--- src/rtl/controle_multiciclo_pkg.sv ---
// Shared encodings for the multicycle controller: state codes, opcodes and datapath mux/ALU selects.
`default_nettype none

package controle_multiciclo_pkg;

    typedef logic [5:0] state_t;

    localparam state_t S_RESET      = 6'd0;
    localparam state_t S_FETCH      = 6'd1;
    localparam state_t S_FETCH_WAIT = 6'd2;
    localparam state_t S_DECODE     = 6'd3;
    localparam state_t S_MEM_ADDR   = 6'd4;
    localparam state_t S_MEM_READ   = 6'd5;
    localparam state_t S_MEM_WAIT   = 6'd6;
    localparam state_t S_LW_WB      = 6'd7;
    localparam state_t S_SW_WRITE   = 6'd8;
    localparam state_t S_R_EXEC     = 6'd9;
    localparam state_t S_R_WB       = 6'd10;
    localparam state_t S_BRANCH     = 6'd11;
    localparam state_t S_JUMP       = 6'd12;
    localparam state_t S_ADDI_EXEC  = 6'd13;
    localparam state_t S_ADDI_WB    = 6'd14;
    localparam state_t S_EXC_OVF    = 6'd15;
    localparam state_t S_EXC_OPC    = 6'd16;

    localparam logic [5:0] OP_RTYPE = 6'h00;
    localparam logic [5:0] OP_J     = 6'h02;
    localparam logic [5:0] OP_BEQ   = 6'h04;
    localparam logic [5:0] OP_BNE   = 6'h05;
    localparam logic [5:0] OP_ADDI  = 6'h08;
    localparam logic [5:0] OP_LW    = 6'h23;
    localparam logic [5:0] OP_SW    = 6'h2B;

    localparam logic [2:0] ALU_ADD   = 3'b000;
    localparam logic [2:0] ALU_SUB   = 3'b001;
    localparam logic [2:0] ALU_FUNCT = 3'b010;

    localparam logic [1:0] PC_ALU    = 2'b00;
    localparam logic [1:0] PC_ALUOUT = 2'b01;
    localparam logic [1:0] PC_JUMP   = 2'b10;
    localparam logic [1:0] PC_EXC    = 2'b11;

    localparam logic [1:0] B_REG      = 2'b00;
    localparam logic [1:0] B_FOUR     = 2'b01;
    localparam logic [1:0] B_SEXT     = 2'b10;
    localparam logic [1:0] B_SEXT_SH2 = 2'b11;

endpackage

`default_nettype wire

--- src/rtl/controle_multiciclo.sv ---
// Multicycle MIPS-subset control FSM with Moore-decoded datapath controls.
// Macro CONTROLE_EXCECAO_EN enables overflow / illegal-opcode exception states.
`default_nettype none

module controle_multiciclo
    import controle_multiciclo_pkg::*;
(
    input  logic       clock,
    input  logic       reset,
    input  logic [5:0] OPcode,
    input  logic       Overflow,
    output logic       EscreveMem,
    output logic       EscrevePC,
    output logic       EscrevePCCond,
    output logic       PCCondNe,
    output logic [1:0] OrigPC,
    output logic       RegDst,
    output logic       EscreveReg,
    output logic       MemparaReg,
    output logic       IouD,
    output logic       EscreveIR,
    output logic       EscreveMDR,
    output logic       EscreveAluOut,
    output logic       OrigAALU,
    output logic [1:0] OrigBALU,
    output logic [2:0] OpALU,
    output logic       EscreveEPC,
    output logic [5:0] State
);

    state_t state;
    state_t next_state;

    always_ff @(posedge clock) begin
        if (!reset) begin
            state <= S_RESET;
        end else begin
            state <= next_state;
        end
    end

    always_comb begin
        next_state = S_FETCH;
        case (state)
            S_RESET:      next_state = S_FETCH;
            S_FETCH:      next_state = S_FETCH_WAIT;
            S_FETCH_WAIT: next_state = S_DECODE;
            S_DECODE: begin
                case (OPcode)
                    OP_RTYPE:      next_state = S_R_EXEC;
                    OP_LW, OP_SW:  next_state = S_MEM_ADDR;
                    OP_BEQ, OP_BNE: next_state = S_BRANCH;
                    OP_J:          next_state = S_JUMP;
                    OP_ADDI:       next_state = S_ADDI_EXEC;
`ifdef CONTROLE_EXCECAO_EN
                    default:       next_state = S_EXC_OPC;
`else
                    default:       next_state = S_FETCH;
`endif
                endcase
            end
            S_MEM_ADDR: begin
                if (OPcode == OP_LW) begin
                    next_state = S_MEM_READ;
                end else if (OPcode == OP_SW) begin
                    next_state = S_SW_WRITE;
                end else begin
                    next_state = S_FETCH;
                end
            end
            S_MEM_READ:   next_state = S_MEM_WAIT;
            S_MEM_WAIT:   next_state = S_LW_WB;
            // Overflow is sampled in the execute cycle so the write-back state is never entered.
`ifdef CONTROLE_EXCECAO_EN
            S_R_EXEC:     next_state = Overflow ? S_EXC_OVF : S_R_WB;
            S_ADDI_EXEC:  next_state = Overflow ? S_EXC_OVF : S_ADDI_WB;
`else
            S_R_EXEC:     next_state = S_R_WB;
            S_ADDI_EXEC:  next_state = S_ADDI_WB;
`endif
            default:      next_state = S_FETCH;
        endcase
    end

    always_comb begin
        EscreveMem    = 1'b0;
        EscrevePC     = 1'b0;
        EscrevePCCond = 1'b0;
        PCCondNe      = 1'b0;
        OrigPC        = PC_ALU;
        RegDst        = 1'b0;
        EscreveReg    = 1'b0;
        MemparaReg    = 1'b0;
        IouD          = 1'b0;
        EscreveIR     = 1'b0;
        EscreveMDR    = 1'b0;
        EscreveAluOut = 1'b0;
        OrigAALU      = 1'b0;
        OrigBALU      = B_REG;
        OpALU         = ALU_ADD;
        EscreveEPC    = 1'b0;
        case (state)
            S_FETCH: begin
                OrigBALU  = B_FOUR;
                EscrevePC = 1'b1;
            end
            S_FETCH_WAIT: EscreveIR = 1'b1;
            S_DECODE: begin
                OrigBALU      = B_SEXT_SH2;
                EscreveAluOut = 1'b1;
            end
            S_MEM_ADDR, S_ADDI_EXEC: begin
                OrigAALU      = 1'b1;
                OrigBALU      = B_SEXT;
                EscreveAluOut = 1'b1;
            end
            S_MEM_READ: IouD = 1'b1;
            S_MEM_WAIT: begin
                IouD       = 1'b1;
                EscreveMDR = 1'b1;
            end
            S_LW_WB: begin
                MemparaReg = 1'b1;
                EscreveReg = 1'b1;
            end
            S_SW_WRITE: begin
                IouD       = 1'b1;
                EscreveMem = 1'b1;
            end
            S_R_EXEC: begin
                OrigAALU      = 1'b1;
                OpALU         = ALU_FUNCT;
                EscreveAluOut = 1'b1;
            end
            S_R_WB: begin
                RegDst     = 1'b1;
                EscreveReg = 1'b1;
            end
            S_ADDI_WB: EscreveReg = 1'b1;
            S_BRANCH: begin
                OrigAALU      = 1'b1;
                OpALU         = ALU_SUB;
                OrigPC        = PC_ALUOUT;
                EscrevePCCond = 1'b1;
                PCCondNe      = (OPcode == OP_BNE);
            end
            S_JUMP: begin
                OrigPC    = PC_JUMP;
                EscrevePC = 1'b1;
            end
`ifdef CONTROLE_EXCECAO_EN
            S_EXC_OVF, S_EXC_OPC: begin
                OrigBALU   = B_FOUR;
                OpALU      = ALU_SUB;
                EscreveEPC = 1'b1;
                OrigPC     = PC_EXC;
                EscrevePC  = 1'b1;
            end
`endif
            default: ;
        endcase
    end

    assign State = state;

endmodule

`default_nettype wire

--- config.mk ---
export PLATFORM = sky130hd
export DESIGN_NAME = controle_multiciclo
export DESIGN_NICKNAME = d
export VERILOG_FILES = /design/src/rtl/controle_multiciclo_pkg.sv /design/src/rtl/controle_multiciclo.sv
export SDC_FILE = /design/constraint.sdc
export NUM_CORES = 1
export LEC_CHECK = 0
export ABC_AREA = 1
export CORE_MARGIN = 5
export CORE_UTILIZATION = 33
export CTS_CLUSTER_DIAMETER = 200
export CTS_CLUSTER_SIZE = 30
export DETAILED_ROUTE_END_ITERATION = 8
export PLACE_DENSITY = 0.82
export SLEW_MARGIN = 20
export SYNTH_ARGS = -nofsm -noshare
export SYNTH_HDL_FRONTEND = slang
export SYNTH_SLANG_ARGS = --single-unit
--- constraint.sdc ---
create_clock -name clock -period 1.4 [get_ports clock]
set_clock_uncertainty 0.15 [all_clocks]
set_input_delay 0.14 -clock clock [delete_from_list [all_inputs] [get_ports clock]]
set_output_delay 0.14 -clock clock [all_outputs]
set_load 0.005 [all_outputs]
# After elaboration in Yosys (flattened, before gate mapping)

Cells that the tools add are included.

Bits of input ports: 9
Bits in registers: 6
Word-level logic and storage cells: 49
Output and inout bits: 26

Reduce and logical (&&, ||, !) cells: 9
Multiplexer cells: 19
Eq/ne operators: 20

Operator list:

| kind                                                                  | count |
|---|---|
| 6-bit by 4-bit equality test with 1-bit output, second input constant | 8 |
| 6-bit by 3-bit equality test with 1-bit output, second input constant | 6 |
| 4-bit case mux with 8 select lines                                    | 1 |
| 4-bit case mux with 5 select lines                                    | 1 |
| 6-bit by 2-bit equality test with 1-bit output, second input constant | 3 |
| 6-bit equality test, second input constant                            | 2 |
| 1-bit two-way mux                                                     | 12 |
| 4-bit two-way mux                                                     | 2 |
| 2-bit case mux with 2 select lines                                    | 2 |
| 2-bit OR reduction                                                    | 4 |
| 4-bit OR reduction                                                    | 2 |
| 6-bit by 1-bit equality test with 1-bit output, second input constant | 1 |
| 6-bit zero test                                                       | 1 |
| 2-bit case mux with 3 select lines                                    | 1 |
| 3-bit OR reduction                                                    | 2 |

# Longest topological paths before layout

Depth after elaboration: 4
Mapped depth: 8
Mapped depth without buffers: 8

# Least setup slack after synthesis

OpenSTA, ideal clock, no wires.

Path type: register -> register
Start point: register state[0] (netlist: State[0])
End point: register state[0] (netlist: State[0])
Buffers on the path: 0
Arrival: 0.966 ns
Period minus slack after synthesis: 1.230 ns
Data required time: 1.136 ns
Setup slack: 0.170 ns
Library setup time: 0.114 ns
Cell stages (with the launch flop): 8
Cell sequence: dfxtp_1 > nand2_1 > nor2_2 > nor2_2 > nand2_1 > nand3_1 > nor2_1 > nor2_1

Cells in the longest elaborated chain, start to end: 2
Elaborated cells on any way between the ends: 9
Classes of those cells: eq/ne: 8; mux: 1

RTL lines:

| element                                                                      | line                      | text |
|---|---|---|
| from (decl)                                                                  | controle_multiciclo.sv:31 | `state_t state;` |
| from (signal assigned)                                                       | controle_multiciclo.sv:38 | `state <= next_state;` |
| 6-bit by 4-bit equality test with 1-bit output, or another cell as far along | controle_multiciclo.sv:44 | `case (state)` |
| 4-bit case mux with 8 select lines *                                         | controle_multiciclo.sv:44 |  |

Mark *: on every way between the ends. The rest lies on a longest branch, timed or not.
A chain may end at the register's enable or synchronous reset.

# Final worst setup path

Start point: register state[1] (netlist: State[1])
End point: output port IouD

Cells in the longest elaborated chain, start to end: 3
Elaborated cells on any way between the ends: 5
Classes of those cells: eq/ne: 3; mux: 1; reduce/logical: 1

RTL lines:

| element                                                                                                          | line                       | text |
|---|---|---|
| 6-bit by 3-bit equality test with 1-bit output or 6-bit by 4-bit equality test with 1-bit output (tied branches) | controle_multiciclo.sv:102 | `case (state)` |
| 3-bit OR reduction (no line) *                                                                                   | -                          |  |
| 1-bit two-way mux *                                                                                              | controle_multiciclo.sv:102 |  |
| to (decl)                                                                                                        | controle_multiciclo.sv:20  | `output logic IouD,` |

Marks and branches as above.

==> key figures <==
Status
  • Outcome: finished with violations
  • Failing checks: setup timing

GRT
  • Initial antenna violation count: 0
  • Global-route wire length before repair: 4320 um
  • Vias in the first global route: 934
  • Largest net degree at the start of global routing: 6
  • Grt total ovfl: 0
  • GR Util All Layers: 27.3%

Power
  • Worst VDD drop: 649 uV
  • Leak Pwr: 0.616 nW
  • P per Cell Area: 861 mW/mm2

Die
  • I/O pin cnt: 35
  • Chip height: 47.9 um
  • # rows: 13
  • Core area: 0.00133 mm2
  • Die W: 47.9 um
  • Die Area: 0.00229 mm2
  • Starting Density: 35.6%

CTS
  • Max Buffers Root-to-Sink: 2
  • Clock H-tree levels: 1
  • # clock sinks: 4
  • Clock latency on the worst-skew pair: 0.23 ns
  • CTS tree: yes
  • Clock transition at path regs: 0.04 ns
  • Hold_buf cts: 0
  • CTS Root Cell: clkbuf_4
  • CTS Buf Count: 3

Worst setup path
  • WP buf/inv: 3
  • Slowest CP cell: dfxtp_4
  • Max FO, Critical Path: 4
  • Worst endpoint required time: 1.11 ns
  • Critical path arrival: 1.32 ns
  • CP Launch Type: flip-flop
  • Crit Path Category: flip-flop to output port
  • Crit-path leading delay family: buffers and inverters
  • Worst path cell trace: inv_4 -> nand2_4 -> buf_4 -> nor2_4 -> nor2_2 -> o21ai_1 -> buf_2
  • Max incr delay on CP: 0.37 ns
  • Setup crit end kind: output port

Placement
  • Port Buffer Count: 29
  • HPWL Detailed: 1610 um
  • RePlAce Congestion: 0.941
  • DP Worst Slack: -0.357 ns
  • Placed Cells incl. Taps: 155

Finish
  • Largest register FFs: 4
  • Area Growth Syn to Fin: 153%
  • Post-Layout Cell Count: 172
  • Layout Nets: 168
  • Most frequent cells in the layout: buf_4 (28), buf_2 (14), nor2_1 (13), nand2_1 (12), nor2_2 (11)
  • Layout cells sized above 1: 60.5%
  • # diodes: 0
  • Final core occ: 89.8%
  • Commonest non-fill, non-tap cell in the layout: buf_4

Hold path
  • Worst hold-check path type: input pin to flip-flop

Drt
  • Pre-Repair DR Iteration Count: 4
  • Drt via density: 5.53
  • Drt wl/cell: 19.9 um
  • Post-Route WL: 3420 um
  • Remaining DRCs: 0
  • Starting DRT DRC Count: 43
  • Antenna Violating Nets Remaining: 0
  • Via count: 952

Run
  • Number of max-cap violations: 0

Yosys
  • Synthesized area: 474 um2
  • Avg Inst Size Synth: 5.21 um2
  • Yosys Warn Count: 0
  • Mapped Cells: 91
  • Post-synth cell types: 16
  • Register bit total from synthesis: 4
  • Register area share after synthesis: 16.9%

STA
  • Final Slew Violations: 0
  • Min Clock Period, post-route: 1.61 ns
  • RSZ-0062 raised after global routing: true
  • Finish-stage setup viols: 22
  • Fin. Hold Viols: 0
  • Final Cycle Share: 115%
  • Max Clk Rate: 0.622 GHz
  • Setup ws final: -0.209 ns
==> through the flow <==
| stage | hold WS (ns) | power (mW) | instance area [um2] | TNS, ns |
|---|---|---|---|---|
| final | 0.348 | 1.03 | 1200 | -1.88 |
| after global routing | 0.371 | 1.08 | 1200 | -3.00 |
| after CTS | 0.329 | 0.898 | 1050 | -0.678 |
| after detailed placement | 0.575 | 0.598 | 922 | -3.77 |
| after global placement | 0.536 | 0.573 | 922 | -2.99 |
| after floorplan | 0.152 | 0.335 | 485 | 0 |
==> logic make-up (layout without fill, tap and decap cells) <==
kind of cell | count (synthesis) | in the layout | synth area share (%)
other | 1 | 4 | 0.791
AND/OR/NAND/NOR | 61 | 61 | 55.4
flip-flops | 4 | 4 | 16.9
buffers and inverters | 17 | 80 | 17.4
AO/OA/AOI/OAI | 8 | 8 | 9.50
==> per-layer routing <==
metal	GRT usage (%)	vias to the layer above	share of wire (%)
met1	25.8	454	35
met3	5.26	19	9.9
li1	-	409	-
met2	53.8	70	50
met4	14.0	0	4.7
met5	0	-	0
==> what timing repair did <==
| item | CTS | global route |
|---|---|---|
| setup endpoints to repair | 24 | 23 |
| buffers inserted | 10 | 5 |
| cloned | 0 | 0 |
| pin swaps | 10 | 13 |
| hold endpoints to repair | 0 | 0 |
| gates resized for setup | 105 | 33 |
==> synthesized netlist by cell type <==
master | number | area share (%)
o211ai_1 | 1 | 1.6
nand3_1 | 7 | 7.4
o22ai_1 | 2 | 2.6
nor2_2 | 2 | 2.6
nand4_1 | 2 | 2.6
inv_1 | 10 | 7.9
buf_4 | 5 | 7.9
a21oi_1 | 3 | 3.2
o21ai_0 | 2 | 2.1
nand2_2 | 3 | 4.0
conb_1 | 1 | 0.79
dfxtp_1 | 4 | 17
nor2_4 | 1 | 2.4
inv_2 | 2 | 1.6
nand2_1 | 18 | 14
nor2_1 | 28 | 22
==> where the power goes <==
part | switching (mW) | internal (mW)
clock | 0.0519 | 0.0963
combinational | 0.365 | 0.332
sequential | 0.0464 | 0.139
total | 0.464 | 0.567
==> final cells by class <==
class	count	area, um2
multi-input combinational	73	482
clock buffer	3	22.5
tap	15	18.8
inverter	12	60.1
timing repair buffer	65	519
fill	57	136
sequential	4	95.1
==> worst reg2reg max path, cell delays in order, from the launching register on <==
cell	delay, ns
dfxtp_4	0.36
inv_6	0.08
buf_4	0.14
nand3_1	0.13
nand2_2	0.12
inv_1	0.06
nand2_1	0.09
nand3_1	0.11
nor2_1	0.12
nor2_1	0.05
==> final timing paths <==
kind                       start             endpoint  slack (ns)  depth (start not counted)
max          State[1]$_SDFF_PN0_                 IouD       -0.21                          7
min                        reset  State[2]$_SDFF_PN0_        0.35                          3
max reg2reg  State[3]$_SDFF_PN0_  State[0]$_SDFF_PN0_       -0.13                          9
min reg2reg  State[2]$_SDFF_PN0_  State[2]$_SDFF_PN0_        0.58                          3
No activity file was read; power rests on OpenSTA's default activity.
